**config.mk**
```make
export PLATFORM = sky130hd
export DESIGN_NAME = beam_sweep_controller
export DESIGN_NICKNAME = d
export VERILOG_FILES = /design/src/rtl/beam_sweep_controller.sv
export SDC_FILE = /design/constraint.sdc
export NUM_CORES = 1
export LEC_CHECK = 0
export CORE_ASPECT_RATIO = 2
export CORE_MARGIN = 1.5
export CORE_UTILIZATION = 50
export CTS_CLUSTER_SIZE = 16
export DETAILED_ROUTE_END_ITERATION = 10
export PLACE_DENSITY = 0.7
export SYNTH_ARGS = -nofsm -noshare
export SYNTH_HDL_FRONTEND = slang
export SYNTH_SLANG_ARGS = --single-unit
```
**constraint.sdc**
```tcl
create_clock -name clk_in -period 6.6 [get_ports clk_in]
set_input_delay 0.66 -clock clk_in [delete_from_list [all_inputs] [get_ports clk_in]]
set_output_delay 0.66 -clock clk_in [all_outputs]
set_load 0.02 [all_outputs]
```
**src/rtl/beam_sweep_controller.sv**
```systemverilog
`default_nettype none
// ============================================================================
// Module      : beam_sweep_controller
// Description : Steers a delay-and-sum beamformer across a fixed set of angles,
//               measures the output energy at each angle after a settling
//               period, then locks the delays onto the loudest angle.
// Revision    : 1.0 - initial release
// ============================================================================
module beam_sweep_controller #(
    parameter int NUM_MICS        = 4,
    parameter int BITS_AUDIO      = 24,
    parameter int NUM_ANGLES      = 16,
    parameter int DELAY_STEP      = 5,
    parameter int SETTLE_SAMPLES  = 16,
    parameter int MEASURE_SAMPLES = 256
) (
    input  logic                                         clk_in,
    input  logic                                         rst_in,
    input  logic                                         start_in,
    input  logic                                         beam_valid_in,
    input  logic signed [BITS_AUDIO-1:0]                 beam_audio_in,
    output logic        [7:0]                            delay_1,
    output logic        [7:0]                            delay_2,
    output logic        [7:0]                            delay_3,
    output logic        [7:0]                            delay_4,
    output logic        [$clog2(NUM_ANGLES)-1:0]         cur_angle,
    output logic        [$clog2(NUM_ANGLES)-1:0]         best_angle,
    output logic [BITS_AUDIO+$clog2(MEASURE_SAMPLES)-1:0] best_energy,
    output logic                                         busy,
    output logic                                         sweep_done
);

    localparam int ANG_W  = $clog2(NUM_ANGLES);
    localparam int ACC_W  = BITS_AUDIO + $clog2(MEASURE_SAMPLES);
    localparam int SET_W  = $clog2(SETTLE_SAMPLES + 1);
    localparam int MEAS_W = (MEASURE_SAMPLES > 1) ? $clog2(MEASURE_SAMPLES) : 1;

    localparam logic [SET_W-1:0]  SETTLE_LAST  = SET_W'(SETTLE_SAMPLES - 1);
    localparam logic [MEAS_W-1:0] MEASURE_LAST = MEAS_W'(MEASURE_SAMPLES - 1);
    localparam logic [ANG_W-1:0]  ANGLE_LAST   = ANG_W'(NUM_ANGLES - 1);

    typedef enum logic [2:0] {
        ST_IDLE    = 3'd0,
        ST_SETTLE  = 3'd1,
        ST_MEASURE = 3'd2,
        ST_COMPARE = 3'd3,
        ST_LOCKED  = 3'd4
    } state_t;

    state_t                 state_q,       state_d;
    logic [ANG_W-1:0]       cur_angle_q,   cur_angle_d;
    logic [ANG_W-1:0]       best_angle_q,  best_angle_d;
    logic [ACC_W-1:0]       best_energy_q, best_energy_d;
    logic [ACC_W-1:0]       acc_q,         acc_d;
    logic [SET_W-1:0]       settle_cnt_q,  settle_cnt_d;
    logic [MEAS_W-1:0]      sample_cnt_q,  sample_cnt_d;
    logic [3:0][7:0]        delay_q,       delay_d;
    logic                   busy_q,        busy_d;
    logic                   sweep_done_q,  sweep_done_d;

    logic [BITS_AUDIO-1:0]  audio_raw;
    logic [BITS_AUDIO-1:0]  audio_mag;
    logic                   acc_wins;
    logic [ANG_W-1:0]       winner_angle;

    // Per-mic delay for a steering angle; mics beyond NUM_MICS stay at zero.
    function automatic logic [3:0][7:0] delays_for(input logic [ANG_W-1:0] angle);
        logic [3:0][7:0] d;
        int              prod;
        for (int k = 0; k < 4; k++) begin
            prod = k * int'(angle) * DELAY_STEP;
            d[k] = (k < NUM_MICS) ? 8'(prod) : 8'd0;
        end
        return d;
    endfunction

    assign audio_raw = beam_audio_in;

    // Unsigned magnitude; the most negative code maps exactly to 2^(BITS_AUDIO-1).
    always_comb begin
        audio_mag = audio_raw;
        if (audio_raw[BITS_AUDIO-1]) begin
            audio_mag = ~audio_raw + {{(BITS_AUDIO-1){1'b0}}, 1'b1};
        end
    end

    // Strictly greater wins so that ties keep the earlier (lower) angle.
    assign acc_wins     = (acc_q > best_energy_q);
    assign winner_angle = acc_wins ? cur_angle_q : best_angle_q;

    // Next-state and next-output computation for the sweep sequencer.
    always_comb begin
        state_d       = state_q;
        cur_angle_d   = cur_angle_q;
        best_angle_d  = best_angle_q;
        best_energy_d = best_energy_q;
        acc_d         = acc_q;
        settle_cnt_d  = settle_cnt_q;
        sample_cnt_d  = sample_cnt_q;
        delay_d       = delay_q;
        busy_d        = busy_q;
        sweep_done_d  = 1'b0;

        case (state_q)
            ST_IDLE, ST_LOCKED: begin
                if (start_in) begin
                    state_d       = ST_SETTLE;
                    cur_angle_d   = '0;
                    delay_d       = delays_for('0);
                    acc_d         = '0;
                    best_energy_d = '0;
                    best_angle_d  = '0;
                    settle_cnt_d  = '0;
                    sample_cnt_d  = '0;
                    busy_d        = 1'b1;
                end
            end

            ST_SETTLE: begin
                if (beam_valid_in) begin
                    if (settle_cnt_q == SETTLE_LAST) begin
                        state_d      = ST_MEASURE;
                        settle_cnt_d = '0;
                        sample_cnt_d = '0;
                        acc_d        = '0;
                    end else begin
                        settle_cnt_d = settle_cnt_q + 1'b1;
                    end
                end
            end

            ST_MEASURE: begin
                if (beam_valid_in) begin
                    acc_d = acc_q + ACC_W'(audio_mag);
                    if (sample_cnt_q == MEASURE_LAST) begin
                        state_d      = ST_COMPARE;
                        sample_cnt_d = '0;
                    end else begin
                        sample_cnt_d = sample_cnt_q + 1'b1;
                    end
                end
            end

            ST_COMPARE: begin
                if (acc_wins) begin
                    best_energy_d = acc_q;
                    best_angle_d  = cur_angle_q;
                end
                if (cur_angle_q < ANGLE_LAST) begin
                    state_d      = ST_SETTLE;
                    cur_angle_d  = cur_angle_q + 1'b1;
                    delay_d      = delays_for(cur_angle_q + 1'b1);
                    settle_cnt_d = '0;
                end else begin
                    state_d      = ST_LOCKED;
                    cur_angle_d  = winner_angle;
                    delay_d      = delays_for(winner_angle);
                    busy_d       = 1'b0;
                    sweep_done_d = 1'b1;
                end
            end

            default: begin
                state_d = ST_IDLE;
            end
        endcase
    end

    // State and output registers; asynchronous reset returns everything to idle.
    always_ff @(posedge clk_in or posedge rst_in) begin
        if (rst_in) begin
            state_q       <= ST_IDLE;
            cur_angle_q   <= '0;
            best_angle_q  <= '0;
            best_energy_q <= '0;
            acc_q         <= '0;
            settle_cnt_q  <= '0;
            sample_cnt_q  <= '0;
            delay_q       <= '0;
            busy_q        <= 1'b0;
            sweep_done_q  <= 1'b0;
        end else begin
            state_q       <= state_d;
            cur_angle_q   <= cur_angle_d;
            best_angle_q  <= best_angle_d;
            best_energy_q <= best_energy_d;
            acc_q         <= acc_d;
            settle_cnt_q  <= settle_cnt_d;
            sample_cnt_q  <= sample_cnt_d;
            delay_q       <= delay_d;
            busy_q        <= busy_d;
            sweep_done_q  <= sweep_done_d;
        end
    end

    assign delay_1     = delay_q[0];
    assign delay_2     = delay_q[1];
    assign delay_3     = delay_q[2];
    assign delay_4     = delay_q[3];
    assign cur_angle   = cur_angle_q;
    assign best_angle  = best_angle_q;
    assign best_energy = best_energy_q;
    assign busy        = busy_q;
    assign sweep_done  = sweep_done_q;

endmodule
`default_nettype wire

```
==> results of run 1 <==
-- sequential cells by signal, indices dropped and copies added (netlist names) --
| name | flops |
|---|---|
| acc_q | 32 |
| busy | 1 |
| best_energy | 32 |
| sweep_done | 1 |
| best_angle | 4 |
| delay_3 | 5 |
| cur_angle | 4 |
| state_q | 3 |
| delay_4 | 7 |
| sample_cnt_q | 8 |
| settle_cnt_q | 5 |
-- power groups by stage --
stage / clock, µW / sequential (µW) / combinational, µW
2_1_floorplan: 0 / 917 / 1580
3_3_place_gp: 0 / 917 / 2200
3_5_place_dp: 0 / 919 / 2230
4_1_cts: 631 / 908 / 2240
5_1_grt: 653 / 931 / 2490
6_report: 615 / 907 / 2240
-- layer usage --
metal  up-vias  global-route usage [%]  wire [µm]
met4         0                    12.1        835
met3        47                    2.47        354
met2       136                    46.0      10700
met5         -                       0          0
li1       3292                       -          -
met1      3189                    25.5       7330
-- worst max-delay path: stages, from the launching register on --
cell	delay, ns
dfrtp_1	0.48
ha_1	0.34
nand4_1	0.15
nor2_1	0.18
nand2_1	0.09
or2_2	0.30
o22ai_1	0.13
buf_4	0.25
mux2_2	0.40
ha_1	0.22
fa_1	0.40
xor2_1	0.25
ha_1	0.28
ha_1	0.23
fa_1	0.41
a21o_1	0.20
a21oi_1	0.17
xor2_1	0.15
nor2_1	0.05
a21oi_1	0.13
o21ai_0	0.10
-- through the flow --
stage | hold slack, ns | power [µW] | utilization [%] | area (µm²) | instances
2_1_floorplan | 0.456 | 2500 | - | 8020 | 902
3_3_place_gp | 0.463 | 3120 | 57.3 | 9000 | 1151
3_5_place_dp | 0.470 | 3150 | 57.3 | 9000 | 1151
4_1_cts | 0.486 | 3780 | 59.5 | 9340 | 1166
5_1_grt | 0.526 | 4070 | 59.5 | 9340 | 1166
6_report | 0.478 | 3770 | 59.5 | 9340 | 1166
-- final timing paths --
check / from / to / slack (ns) / depth (start not counted)
setup reg to reg: acc_q[27]$_DFFE_PP0P_ / delay_4[7]$_DFFE_PP0P_ / 1.53 / 20
setup / recovery: acc_q[27]$_DFFE_PP0P_ / delay_4[7]$_DFFE_PP0P_ / 1.53 / 20
hold / removal: busy$_DFFE_PP0P_ / busy$_DFFE_PP0P_ / 0.48 / 1
max in group asynchronous: rst_in / best_energy[26]$_DFFE_PP0P_ / 4.72 / 3
min in group asynchronous: rst_in / delay_4[1]$_DFFE_PP0P_ / 0.80 / 2
hold reg to reg: busy$_DFFE_PP0P_ / busy$_DFFE_PP0P_ / 0.48 / 1
-- cells in the mapped netlist, types with 3 or more instances --
library cell,instances
o21ai_0,62
o2111ai_1,3
fa_1,7
mux2_2,4
nand3_1,15
o31ai_1,21
mux2i_1,37
dfrtp_1,102
a32o_1,3
clkbuf_1,28
a31oi_1,3
or3_4,3
o21a_1,5
a22oi_1,3
and2_1,6
nand2_1,121
a21o_1,39
o21bai_1,4
a22o_1,7
o211ai_1,3
nor2b_1,7
nor2_1,25
or2_2,5
o311ai_0,7
ha_1,93
xnor2_1,37
nor3_1,12
xor2_1,16
inv_1,60
nor4_1,4
nand2b_1,13
or3_1,7
nor3b_1,3
a31o_2,3
buf_2,3
and3_1,11
a21oi_1,49
nand4_1,11
buf_4,20
-- cell families (layout without fill, tap and decap cells) --
family          after synthesis  in the layout  synth area share [%]
buf+inv                     111            174                  6.20
compound gates              233            233                  19.2
mux                          41             41                  5.20
fa+ha+maj                   100            100                  16.3
xor+xnor                     53             53                  5.81
simple gates                252            252                  15.2
other cells                   1             10                0.0469
flops                       102            102                  31.9
-- layout make-up --
type / count / area [µm²] / area share [%]
inverter: 60 / 228 / 2.44
clock inverter: 4 / 95.1 / 1.02
multi-input combinational: 689 / 5000 / 53.5
timing repair buffer: 99 / 971 / 10.4
clock buffer: 11 / 243 / 2.60
sequential: 102 / 2550 / 27.3
tap: 201 / 251 / 2.69
==> results.md, run 1 <==
* Avg Vias per Cell at 5.72
* Largest net degree at the start of global routing at 59
* Clk sinks at 102
* Post-synth EDFFs at 0
* Per-instance average area after synthesis at 8.95 µm²
* Leakage power summed over all cells at 0.00457 µW
* Kind of critical path: reg -> reg
* Critical path required time at 6.80 ns
* Portion of total power attributed to sequential cells at 24.1%
* Post-Synthesis Cells at 893
* Nets@finish at 1089
* Root Buffer Master: clkbuf_16
* YS warnings at 0
* Highest attainable clock frequency at 197 MHz
* Most common cell after layout, fill and taps aside: nand2_1
* Total power density per cell area at 403 nW/µm²
* Fin Setup TNS at 0 ns
* Average wire per cell in the routed design at 16.4 µm
* Hold Fails Final Rpt at 0
* Fraction of power spent switching nets at 45.0%
* Yosys cell types at 62
* Most used flip-flop cell after synthesis: dfrtp_1
* Count of hold buffers inserted by post-cts repair at 0
* Final worst clock skew at 0.0165 ns
* Post-CTS clock slew at the launch and capture registers of the worst setup and hold paths at 0.08 ns
* Core area at 15700 µm²
* Initial Util at 50.9%
* DRC violation count after routing at 0
* Num CTS Buffers at 9
* Setup slack at placement at 1.31 ns
* Number of nets still failing antenna checks after routing at 0
* Clock tree from TritonCTS: done
* Power spent charging and discharging nets at 1700 µW
* Antenna Cells at 0
* Share of the synthesized area in the top cell type at 31.9%
* Fin crit share at 76.8%
* Overflow after GRT at 0
* Internal power summed over all cells at 2070 µW
* Global routing usage summed across all routing layers at 24.1%
* Final critical delay including setup and external delays at 5.07 ns
* 1st-iter DRT viols at 247
* Rows at 65
* Initial antenna violation count at 0
* Die Wd at 92.4 µm
* Post-CTS Setup Inserts at 0
* Routability-driven placement congestion ratio at 0.897
* Max Cap Viol at 0
* Area of the mapped netlist at 7990 µm²
* Outcome: completed
* Fill cells at 1415
* Async set-or-reset flop fraction in the synthesized netlist at 100%
* Area enclosed by the die boundary at 16800 µm²
* # port buffers at 91
* Height of the die at 182 µm
* Total wirelength of the detailed-routed design at 19200 µm
* Fraction of power consumed by the clock network at 16.3%
* Transition at the pin with the smallest max-transition slack at 0.877 ns
* Arrival time reported for the critical path endpoint at 5.27 ns
* Leading cell types by total area after synthesis: dfrtp_1 (32%), ha_1 (15%), nand2_1 (5.7%), mux2i_1 (4.6%), xnor2_1 (4.1%)
* HPWL after detailed placement at 14800 µm
* Yosys top cell by area: dfrtp_1
* Relative slew margins at 41.4%
* Worst hold path class: reg -> reg
* Clock latency of the later-clocked register in the worst-skew pair at 0.35 ns
* Startpoint types: flip-flop
* Layout area overhead at 16.9%
* Setup repair after global routing missed its margin: no
* Count of pins on the block boundary at 102
* Critical path fanouts, max at 15
* Final critical-path setup slack at 1.53 ns
* First-pass GRT wire length at 32200 µm
* Via count of the first global-routing pass at 6681
* H-tree Lvls at 3
* Via count at 6664
* Share of cells above drive strength 1 at 4.66%
* Number of iterations in the first detailed-routing pass at 4
* Proportion of power drawn by combinational gates at 59.6%
* Max Buffers Root-to-Sink at 2
* Post-cts gate resize count at 0
* Post-synthesis sequential element count at 102
* Final slew viol count at 0
* Worst Setup End Kind: flip-flop
* Register area share after synthesis at 31.9%
* Commonest cells after routing, fill and taps aside: nand2_1 (121), dfrtp_1 (102), ha_1 (93)
* Largest vdd supply drop at 0.272 mV
* Setup violation total in the final timing report at 0
(Power assumes the default switching activity.)
==> run 2: changes to the inputs <==
- clock period: 6.6 -> 5.1 ns (I/O delays scaled with it)
==> run 2 against run 1 <==
  * Worst setup slack got worse by 1.3 ns
  * Register-to-register slack got worse by 1.3 ns
  * Largest cell class unchanged
  * Clock power increased by 12%
  * Combinational power increased by 46%
  * Critical endpoint unchanged
  * Clock skew decreased by 0.0057 ns
  * First-iteration DRC count decreased by 17%
  * Maximum frequency increased by 4.8%
  * Utilization increased by 1.6 points
  * Global-route usage decreased by 0.091 points
  * Final cell count increased by 2.7%
  * Power increased by 36%
  * Critical path depth decreased by 1
  * Critical path type unchanged
==> results.md, run 2 (synthesis gave the netlist of run 1 again) <==
* Fin Setup TNS at 0 ns (unchanged)
* Post-CTS clock slew at the launch and capture registers of the worst setup and hold paths at 0.07 ns (about the same)
* Met2 WL at 10800 µm (+1.8%)
* Global routing usage summed across all routing layers at 24.1% (-0.091 points)
* Rows at 65 (unchanged)
* Number of iterations in the first detailed-routing pass at 4 (unchanged)
* Via count at 6738 (+1.1%)
* Fill cells at 1431 (+1.1%)
* Highest attainable clock frequency at 207 MHz (+4.8%)
* Kind of critical path: reg -> reg
* Beginning of the critical path: acc_q[9]$_DFFE_PP0P_
* Share of cells above drive strength 1 at 8.63% (+4.0 points)
* Leakage power summed over all cells at 0.00472 µW (+3.3%)
* Final worst clock skew at 0.0108 ns (-0.00574 ns)
* Average wire per cell in the routed design at 16.1 µm (-1.8%)
* Max Buffers Root-to-Sink at 2 (unchanged)
* # port buffers at 91 (unchanged)
* Nets@finish at 1120 (+2.8%)
* Cell count of the worst reg-to-reg path at 19 (-5.0%)
* Arrival time reported for the critical path endpoint at 5.05 ns (-0.22 ns)
* Final slew viol count at 0 (unchanged)
* Total wirelength of the detailed-routed design at 19300 µm (+0.90%)
* Hold Startpoint: delay_4[6]$_DFFE_PP0P_
* Num CTS Buffers at 9 (unchanged)
* Clk sinks at 102 (unchanged)
* Relative slew margins at 36.6% (-4.8 points)
* Total power density per cell area at 533 nW/µm² (+32%)
* Reg-to-reg endpoint: delay_4[7]$_DFFE_PP0P_
* Worst hold path class: reg -> reg
* Critical path fanouts, max at 7 (-8)
* R2R Setup Slk at 0.27 ns (-1.27 ns)
* Detailed-routed wire length on met3 at 504 µm (+42%)
* Startpoint types: flip-flop
* Clock latency of the later-clocked register in the worst-skew pair at 0.36 ns (about the same)
* Outcome: completed
* Worst Hold End: delay_4[6]$_DFFE_PP0P_
* DR top layer: met4
* Layout area overhead at 20.0%
* DRC violation count after routing at 0 (unchanged)
* Routed met1 length at 7350 µm (+0.34%)
* Clock tree from TritonCTS: done
* Reg-to-reg startpoint: acc_q[9]$_DFFE_PP0P_
* Hold Fails Final Rpt at 0 (unchanged)
* Largest vdd supply drop at 0.336 mV (+23%)
* Count of hold buffers inserted by post-cts repair at 0 (unchanged)
* Setup violation total in the final timing report at 0 (unchanged)
* Count of pins on the block boundary at 102 (unchanged)
* Worst Setup End Kind: flip-flop
* Number of nets still failing antenna checks after routing at 0 (unchanged)
* HPWL after detailed placement at 15100 µm (+1.8%)
* Number of cells on the worst hold path at 2 (+1)
* Final critical delay including setup and external delays at 4.83 ns (-0.234 ns)
* Commonest cells after routing, fill and taps aside: nand2_1 (121), dfrtp_1 (101), ha_1 (93)
* Height of the die at 182 µm (unchanged)
* Critical path required time at 5.32 ns (-1.48 ns)
* Routability-driven placement congestion ratio at 0.926 (+3.2%)
* Via count of the first global-routing pass at 6693 (+0.18%)
* Transition at the pin with the smallest max-transition slack at 0.951 ns (+0.0737 ns)
* Root Buffer Master: clkbuf_16
* Final critical-path setup slack at 0.267 ns (-1.27 ns)
* Overflow after GRT at 0 (unchanged)
* Area enclosed by the die boundary at 16800 µm² (unchanged)
* Avg Vias per Cell at 5.62 (-1.6%)
* Total Power Consumption at 5110 µW (+36%)
* Most common cell after layout, fill and taps aside: nand2_1
* Largest net degree at the start of global routing at 76 (+29%)
* H-tree Lvls at 3 (unchanged)
* Setup slack at placement at -0.0299 ns (-1.34 ns)
* Antenna Cells at 0 (unchanged)
* 1st-iter DRT viols at 204 (-17%)
* Core area at 15700 µm² (unchanged)
* Initial antenna violation count at 0 (unchanged)
* Die Wd at 92.4 µm (unchanged)
* First-pass GRT wire length at 31900 µm (-0.75%)
* Max Cap Viol at 0 (unchanged)
* Initial Util at 50.9% (unchanged)
* Fin crit share at 94.8% (+18 points)
run 2: cell types whose count changed in the layout (fill, tap and decap cells not counted), sizes merged:
cell	delta
clkinvlp	+1
inv	+3
clkinv	+1
buf	+31
bufinv	-3
clkbuf	-1
run 2: timing repair:
action	CTS	global route
pin swaps	0	3
resized for setup	1	11
buffers inserted	0	2
setup endpoints to repair	1	1
run 2: where the power goes:
group	switching [µW]	total (µW)	internal, µW
Sequential	184	1160	974
Clock	337	690	354
Combinational	1800	3260	1460
Total	2320	5110	2790
run 2: metal layers:
metal / vias to the layer above / global-route usage [%]
met4: 0 / 10.9
met1: 3236 / 24.9
met5: - / 0
met3: 36 / 2.97
met2: 109 / 46.5
li1: 3357 / -
run 2: stage by stage:
stage	utilization (%)	instances	hold slack (ns)	instance area [µm²]
CTS	60.6	1196	0.487	9520
global route	61.1	1198	0.507	9580
floorplan	-	902	0.456	8020
finish	61.1	1198	0.482	9580
detailed placement	58.7	1180	0.470	9220
global placement	58.7	1180	0.464	9220
run 2: critical path, stage by stage, from the launching register on:
cell,delay (ns)
dfrtp_2,0.45
ha_1,0.31
nand4_1,0.14
or3_1,0.43
nor3_4,0.25
or2_2,0.17
o22ai_4,0.10
mux2_4,0.34
ha_1,0.22
fa_2,0.38
xor2_2,0.17
ha_1,0.30
ha_1,0.23
fa_1,0.40
a21o_1,0.19
a21oi_1,0.16
xor2_1,0.16
nor2_1,0.05
a21oi_1,0.13
o21ai_0,0.09
run 2: worst max path at each step:
stage	endpoint	depth (start not counted)
after detailed placement	delay_4[7]$_DFFE_PP0P_	18
after global placement	delay_4[7]$_DFFE_PP0P_	18
after CTS	delay_4[7]$_DFFE_PP0P_	19
after floorplan	delay_4[7]$_DFFE_PP0P_	20
final	delay_4[7]$_DFFE_PP0P_	19
after global routing	delay_4[7]$_DFFE_PP0P_	22
run 2: cell type report:
class / count / area, µm² / area share [%]
Tap cell: 201 / 251 / 2.62
Sequential cell: 102 / 2550 / 26.6
Inverter: 60 / 228 / 2.38
Clock buffer: 10 / 239 / 2.49
Multi-Input combinational cell: 689 / 5050 / 52.7
Clock inverter: 6 / 53.8 / 0.561
Timing Repair Buffer: 130 / 1210 / 12.6
